`src/rtl/uart_pkg.sv`:
```
// Shared UART definitions: transmitter state encoding, frame constants and
// the bit-period divisor helper used by both the transmitter and receiver.
package uart_pkg;

  typedef enum logic [1:0] {
    IDLE,
    START,
    DATA,
    STOP
  } tx_state_t;

  localparam int UART_DATA_BITS = 8;
  localparam int UART_STOP_BITS = 1;

  // Cycles per bit, truncated; the caller must guarantee the result is >= 2.
  function automatic int baud_div(input int clk_freq, input int baud);
    return clk_freq / baud;
  endfunction

endpackage

```
`src/rtl/uart_tx_fifo_if.sv`:
```
// Byte write port of the buffered UART transmitter: valid/ready handshake
// from a producer (master) into the transmit FIFO (slave).
interface uart_tx_fifo_if;
  import uart_pkg::*;

  logic                      wr_valid;
  logic [UART_DATA_BITS-1:0] wr_data;
  logic                      wr_ready;

  modport master (output wr_valid, output wr_data, input wr_ready);
  modport slave  (input wr_valid, input wr_data, output wr_ready);

endinterface

```
`src/rtl/uart_tx_fifo_sync_fifo.sv`:
```
// Single-clock FIFO with occupancy count; pushes while full and pops while
// empty are ignored, so the caller only has to gate on full/empty if it cares.
module sync_fifo #(
  parameter int WIDTH = 8,
  parameter int DEPTH = 16
) (
  input  logic                     clk,
  input  logic                     rst,
  input  logic                     push,
  input  logic [WIDTH-1:0]         push_data,
  input  logic                     pop,
  output logic [WIDTH-1:0]         pop_data,
  output logic                     full,
  output logic                     empty,
  output logic [$clog2(DEPTH):0]   count
);

  localparam int AW = $clog2(DEPTH);
  localparam int CW = AW + 1;

  logic [WIDTH-1:0] mem [DEPTH];
  logic [AW-1:0]    wr_ptr;
  logic [AW-1:0]    rd_ptr;
  logic             do_push;
  logic             do_pop;

  assign full     = (count == CW'(DEPTH));
  assign empty    = (count == '0);
  assign do_push  = push && !full;
  assign do_pop   = pop && !empty;
  assign pop_data = mem[rd_ptr];

  // Pointers are exactly AW bits wide, so wrap modulo DEPTH comes for free.
  always_ff @(posedge clk) begin
    if (!rst) begin
      wr_ptr <= '0;
      rd_ptr <= '0;
      count  <= '0;
    end else begin
      if (do_push) wr_ptr <= wr_ptr + 1'b1;
      if (do_pop)  rd_ptr <= rd_ptr + 1'b1;
      case ({do_push, do_pop})
        2'b10:   count <= count + 1'b1;
        2'b01:   count <= count - 1'b1;
        default: count <= count;
      endcase
    end
  end

  // NOTE: storage is intentionally not reset; pointers and count alone define
  // which entries are valid, and an unreset array can map onto RAM.
  always_ff @(posedge clk) begin
    if (do_push) mem[wr_ptr] <= push_data;
  end

endmodule

```
`src/rtl/uart_tx_fifo.sv`:
```
// Buffered 8N1 UART transmitter: bytes enter a FIFO through a valid/ready
// port and are shifted out LSB first, back-to-back when more are queued.
module uart_tx_fifo
  import uart_pkg::*;
#(
  parameter int CLK_FREQ = 100_000_000,
  parameter int BAUD     = 9600,
  parameter int DEPTH    = 16
) (
  input  logic                   clk,
  input  logic                   rst,
  uart_tx_fifo_if.slave          wr,
  output logic                   uart_tx,
  output logic                   busy,
  output logic [$clog2(DEPTH):0] count,
  output logic                   overflow
);

  localparam int DIV  = baud_div(CLK_FREQ, BAUD);
  localparam int BW   = $clog2(DIV);
  localparam int BITW = $clog2(UART_DATA_BITS);
  localparam logic [BW-1:0]   BAUD_LAST = BW'(DIV - 1);
  localparam logic [BITW-1:0] LAST_DATA = BITW'(UART_DATA_BITS - 1);
  localparam logic [BITW-1:0] LAST_STOP = BITW'(UART_STOP_BITS - 1);

  tx_state_t                 st, st_next;
  logic [BW-1:0]             baud_cnt, baud_next;
  logic [BITW-1:0]           bit_cnt, bit_next;
  logic [UART_DATA_BITS-1:0] shreg, shreg_next;
  logic                      tx_next;
  logic                      bit_end;
  logic                      pop;
  logic                      push;
  logic                      full;
  logic                      empty;
  logic [UART_DATA_BITS-1:0] fifo_data;

  assign push        = wr.wr_valid && !full;
  assign wr.wr_ready = !full;
  assign busy        = (st != IDLE) || (count != '0);
  assign bit_end     = (baud_cnt == BAUD_LAST);

  sync_fifo #(
    .WIDTH (UART_DATA_BITS),
    .DEPTH (DEPTH)
  ) u_fifo (
    .clk       (clk),
    .rst       (rst),
    .push      (push),
    .push_data (wr.wr_data),
    .pop       (pop),
    .pop_data  (fifo_data),
    .full      (full),
    .empty     (empty),
    .count     (count)
  );

  // NOTE: every signal below gets a default before the case, so no path
  // leaves one unassigned and no latch is inferred.
  always_comb begin
    st_next    = st;
    baud_next  = '0;
    bit_next   = bit_cnt;
    shreg_next = shreg;
    tx_next    = uart_tx;
    pop        = 1'b0;
    if (st != IDLE && !bit_end) baud_next = baud_cnt + 1'b1;

    case (st)
      IDLE: begin
        if (!empty) begin
          pop        = 1'b1;
          shreg_next = fifo_data;
          tx_next    = 1'b0;
          bit_next   = '0;
          st_next    = START;
        end
      end
      START: begin
        if (bit_end) begin
          tx_next = shreg[0];
          st_next = DATA;
        end
      end
      DATA: begin
        if (bit_end) begin
          if (bit_cnt == LAST_DATA) begin
            tx_next  = 1'b1;
            bit_next = '0;
            st_next  = STOP;
          end else begin
            shreg_next = shreg >> 1;
            tx_next    = shreg[1];
            bit_next   = bit_cnt + 1'b1;
          end
        end
      end
      STOP: begin
        // Popping straight from STOP keeps queued frames gap-free.
        if (bit_end) begin
          if (bit_cnt != LAST_STOP) begin
            bit_next = bit_cnt + 1'b1;
          end else if (!empty) begin
            pop        = 1'b1;
            shreg_next = fifo_data;
            tx_next    = 1'b0;
            bit_next   = '0;
            st_next    = START;
          end else begin
            st_next = IDLE;
          end
        end
      end
      default: st_next = IDLE;
    endcase
  end

  // NOTE: sequential state uses non-blocking '<=' so every flop captures
  // pre-edge values regardless of statement order.
  always_ff @(posedge clk) begin
    if (!rst) begin
      st       <= IDLE;
      baud_cnt <= '0;
      bit_cnt  <= '0;
      shreg    <= '0;
      uart_tx  <= 1'b1;
      overflow <= 1'b0;
    end else begin
      st       <= st_next;
      baud_cnt <= baud_next;
      bit_cnt  <= bit_next;
      shreg    <= shreg_next;
      uart_tx  <= tx_next;
      if (wr.wr_valid && full) overflow <= 1'b1;
    end
  end

endmodule
```
`src/flat_wrapper.sv`:
```
// flat-port wrapper written by rule: the top's interface ports become plain ports
module uart_tx_fifo_flat import uart_pkg::*;
#(
  parameter int CLK_FREQ = 100_000_000,
  parameter int BAUD     = 9600,
  parameter int DEPTH    = 16
)
  (clk, rst, uart_tx, busy, count, overflow, wr_wr_valid, wr_wr_data, wr_wr_ready);
  uart_tx_fifo_if wr_i ();
  input  logic clk;
  input  logic rst;
  output logic uart_tx;
  output logic busy;
  output logic [$clog2(DEPTH):0] count;
  output logic overflow;
  input wire logic [$bits(wr_i.wr_valid)-1:0] wr_wr_valid;
  input wire logic [$bits(wr_i.wr_data)-1:0] wr_wr_data;
  output wire logic [$bits(wr_i.wr_ready)-1:0] wr_wr_ready;
  assign wr_i.wr_valid = wr_wr_valid;
  assign wr_i.wr_data = wr_wr_data;
  assign wr_wr_ready = wr_i.wr_ready;
  uart_tx_fifo #(.CLK_FREQ(CLK_FREQ), .BAUD(BAUD), .DEPTH(DEPTH)) u_core (.clk(clk), .rst(rst), .wr(wr_i), .uart_tx(uart_tx), .busy(busy), .count(count), .overflow(overflow));
endmodule
```
`config.mk`:
```
export PLATFORM = sky130hd
export DESIGN_NAME = uart_tx_fifo_flat
export DESIGN_NICKNAME = d
export VERILOG_FILES = /design/src/rtl/uart_pkg.sv /design/src/rtl/uart_tx_fifo_if.sv /design/src/rtl/uart_tx_fifo_sync_fifo.sv /design/src/rtl/uart_tx_fifo.sv /design/src/flat_wrapper.sv
export SDC_FILE = /design/constraint.sdc
export NUM_CORES = 1
export LEC_CHECK = 0
export BUFFER_PORTS_ARGS = -buffer_cell sky130_fd_sc_hd__buf_2
export CORE_MARGIN = 4
export CORE_UTILIZATION = 50
export CTS_BUF_LIST = sky130_fd_sc_hd__clkbuf_8
export CTS_CLUSTER_SIZE = 16
export DETAILED_ROUTE_END_ITERATION = 8
export PLACE_DENSITY = 0.66
export SLEW_MARGIN = 40
export SYNTH_ARGS = -nofsm -noshare
export SYNTH_HDL_FRONTEND = slang
export SYNTH_SLANG_ARGS = --single-unit
```
`constraint.sdc`:
```
create_clock -name clk -period 4.1 [get_ports clk]
set_input_delay 0.82 -clock clk [delete_from_list [all_inputs] [get_ports clk]]
set_output_delay 0.82 -clock clk [all_outputs]
set_load 0.1 [all_outputs]
```
==> impl_metrics.toml <==
[yosys]
synth-seq-area-share = 0.646
muxShareOfSynthArea = 0.131
ys_types = 54
yosys.area_share.simple = 0.0915
synth_top_area_frac = 0.521
yosysTopAreaCell = "edfxtp_1"
synth_fa_ha_area_frac = 0.0289
synth_xor_xnor_area_share = 0.0190
syn_nets = 523
netlist_instances = 495
synth.avg_cell_area_sq_um = 14.9
async_reset_ff_frac = 0
synth_flop_cell = "edfxtp_1"
synth_compound_area_frac = 0.0616
synth_edf_count = 128
synth_area_leaders = "edfxtp_1 (52%), dfxtp_1 (12%), mux4_2 (12%), ha_1 (2.9%), nor2_1 (2.2%)"
yosys_warnings = 0
ys_ff_latch = 174
syn_area_sq_mm = 0.00737
synth_top_family_by_area = "multiplexers"

[run]
cap_violations = 0

[setup_path]
crit_family = "simple AND/OR/NAND/NOR gates"
path_cells = "or4b_4 -> nor4_4 -> a21oi_2 -> nor2_1 -> ha_1 -> xor2_1 -> ha_1 -> a31oi_1 -> o21ba_2 -> a31oi_1 -> nand3_1"
reg2reg_slack_ns = 0.63
slowest_stage = "or4b_4"
crit_required_ns = 4.45
crit_type = "flip-flop to flip-flop"
crit_end = "u_core.u_fifo.count[4]$_SDFFE_PN0P_"
critPathLaunch = "u_core.baud_cnt[9]$_SDFF_PN0_"
crit_fanout = 15
critPathBufInv = 0
r2r_cells = 11
worst-path-stages = 11
r2r_end = "u_core.u_fifo.count[4]$_SDFFE_PN0P_"
setup.worst_path.end_class = "flip-flop"
slowest_delay_ns = 0.54
cp-start-kind = "flip-flop"
cp.arrival_ns = 3.82
r2r_start = "u_core.baud_cnt[9]$_SDFF_PN0_"

[grt]
grt.overflow.total = 0
grt_max_degree = 31
antenna_found_initial = 0
grt_pass1_wl_um = 22400
grt_usage = 0.177
grt_pass1_vias = 4205

[power_and_ir_drop]
power.internal_mw = 3.14
power_frac_clock = 0.225
power_density_mw_per_mm2 = 627
seqPwrFrac = 0.438
p_leak_nw = 2.62
p_sw_frac = 0.378
ir_worst_vdd_uv = 378
comb_power_share = 0.337
switchingPower_mw = 1.91

[cells_and_area]
fin_cells = 711
filler_cell_count = 1133
final_nets = 542
diodes = 0
areaGrowthSynthToFinish_pct = 9.32
layout-drive-gt1-share = 0.228

[floorplanning]
core_area_sq_mm = 0.0145
start_util = 0.509
die_w_um = 129
rows = 44
die_area_sq_mm = 0.0168
fp.dieH_um = 129
ios = 20

[status]
status = "complete, no violations"

[clock_tree]
root_buffer = "clkbuf_8"
ctsHtreeMaxLevel = 4
cts_buffers = 17
clk_latency_ns = 0.45
cts_sinks = 174
clock_path_buffers = 2
cts_resized = 0
post_cts.repair.setup_buffers = 0
cts_tree = "yes"
path_clk_slew_ns = 0.10
cts_hold_buf = 0

[timing]
hold_viol = 0
tightestPinTransition_ns = 0.847
drv_slew = 0
finalCriticalPeriod_ns = 3.47
relSlewSlack = 0.433
max_freq_mhz = 288
setup_ws_ns = 0.627
finClkSkew_ns = 0.0123
setup_tns_ns = 0
finalCritPeriodShare = 0.847
rsz0062_at_grt = "false"
setup_viol = 0

[route]
wire_per_inst_um = 19.1
vias_per_cell = 5.82
vias = 4137
post-route-drc-count = 0
first_pass_iters = 4
drt_iter0_drc = 336
wl_um = 13600
ant_nets = 0

[placed_design]
gp_congestion = 0.819
dp.cells = 679
place_hpwl_um = 8910
dp_slack_ns = 0.651
port_buffers = 19

[worst_hold_path]
hp-class = "flip-flop to flip-flop"
## power groups by stage
stage                     clock network [mW]  registers, mW  logic, mW
after global placement                     0           2.25       1.66
after detailed placement                   0           2.26       1.70
after global routing                    1.25           2.24       1.86
after floorplan                            0           2.32       1.27
after CTS                               1.16           2.22       1.71
final                                   1.14           2.21       1.70
## logic make-up (layout without fill, tap and decap cells)
logic type      count (synthesis)  count (layout)
compound gates                 74              74
xor+xnor                       16              16
fa+ha+maj                      17              17
buf+inv                        39              71
flops                         174             174
mux                            49              49
simple gates                  126             126
## per-stage QoR
| stage | util | power, mW | area, sq um | hold slack [ns] |
|---|---|---|---|---|
| finish | 0.557 | 5.05 | 8060 | 0.471 |
| global route | 0.557 | 5.35 | 8060 | 0.521 |
| CTS | 0.555 | 5.09 | 8040 | 0.474 |
| detailed placement | 0.529 | 3.96 | 7660 | 0.451 |
| global placement | 0.529 | 3.91 | 7650 | 0.445 |
| floorplan | - | 3.59 | 7370 | 0.430 |
## metal layers
metal	up-vias	routed length [um]	global-route usage	share of wire
li1	1961	-	-	-
met1	2088	6080	0.232	0.45
met2	80	6780	0.287	0.50
met3	8	642	0.0540	0.047
met4	0	79	0.0520	0.0058
met5	-	0	0	0
## synthesized netlist by cell type, drive strengths merged, types with 8 or more instances
cell type	number
edfxtp	128
dfxtp	46
nor2	44
mux4	38
a21oi	27
o21ai	19
clkbuf	18
ha	17
nand2	15
inv	13
nand3	13
xor2	11
mux2i	10
nor3	9
buf	8
nand4	8
## worst min path at each step
stage | start | endpoint | slack (ns) | depth (start not counted)
finish | u_core.baud_cnt[0]$_SDFF_PN0_ | u_core.baud_cnt[0]$_SDFF_PN0_ | 0.47 | 1
global route | u_core.baud_cnt[0]$_SDFF_PN0_ | u_core.baud_cnt[0]$_SDFF_PN0_ | 0.52 | 1
CTS | u_core.baud_cnt[0]$_SDFF_PN0_ | u_core.baud_cnt[0]$_SDFF_PN0_ | 0.47 | 1
detailed placement | u_core.baud_cnt[0]$_SDFF_PN0_ | u_core.baud_cnt[0]$_SDFF_PN0_ | 0.45 | 1
global placement | u_core.overflow$_SDFFE_PN0P_ | u_core.overflow$_SDFFE_PN0P_ | 0.44 | 2
floorplan | u_core.baud_cnt[0]$_SDFF_PN0_ | u_core.baud_cnt[0]$_SDFF_PN0_ | 0.43 | 1
## cell type report
| type | count | area (sq um) | share of cell area |
|---|---|---|---|
| flip-flops and latches | 174 | 4770 | 0.592 |
| multi-input cells | 282 | 2470 | 0.307 |
| clock buffers | 17 | 234 | 0.0290 |
| well taps | 184 | 230 | 0.0286 |
| repair buffers | 26 | 160 | 0.0199 |
| clock inverters | 15 | 144 | 0.0179 |
| inverters | 13 | 48.8 | 0.00605 |
## state kept, by name, summed over array words and instances, names as in the netlist, named ones only
signal and cells:
u_core.overflow 1, u_core.bit_cnt 3, u_core.u_fifo.rd_ptr 4, u_core.st 2, u_core.u_fifo.mem 128, u_core.u_fifo.wr_ptr 4, u_core.baud_cnt 14, u_core.u_fifo.count 5
u_core.uart_tx 1, u_core.shreg 8
## layout by cell type (no fill, tap or decap), types with 7 or more instances in the layout
| master | n |
|---|---|
| a21oi_1 | 26 |
| mux4_2 | 38 |
| buf_2 | 19 |
| mux2i_1 | 10 |
| xor2_1 | 11 |
| nor2_2 | 9 |
| nand2b_1 | 7 |
| nand3_1 | 13 |
| nor3_1 | 9 |
| inv_1 | 13 |
| dfxtp_1 | 43 |
| nand2_1 | 15 |
| edfxtp_1 | 128 |
| nor2_1 | 35 |
| clkbuf_8 | 17 |
| ha_1 | 17 |
| o21ai_0 | 19 |
| nand4_1 | 8 |
No activity file was read; power rests on OpenSTA's default activity.
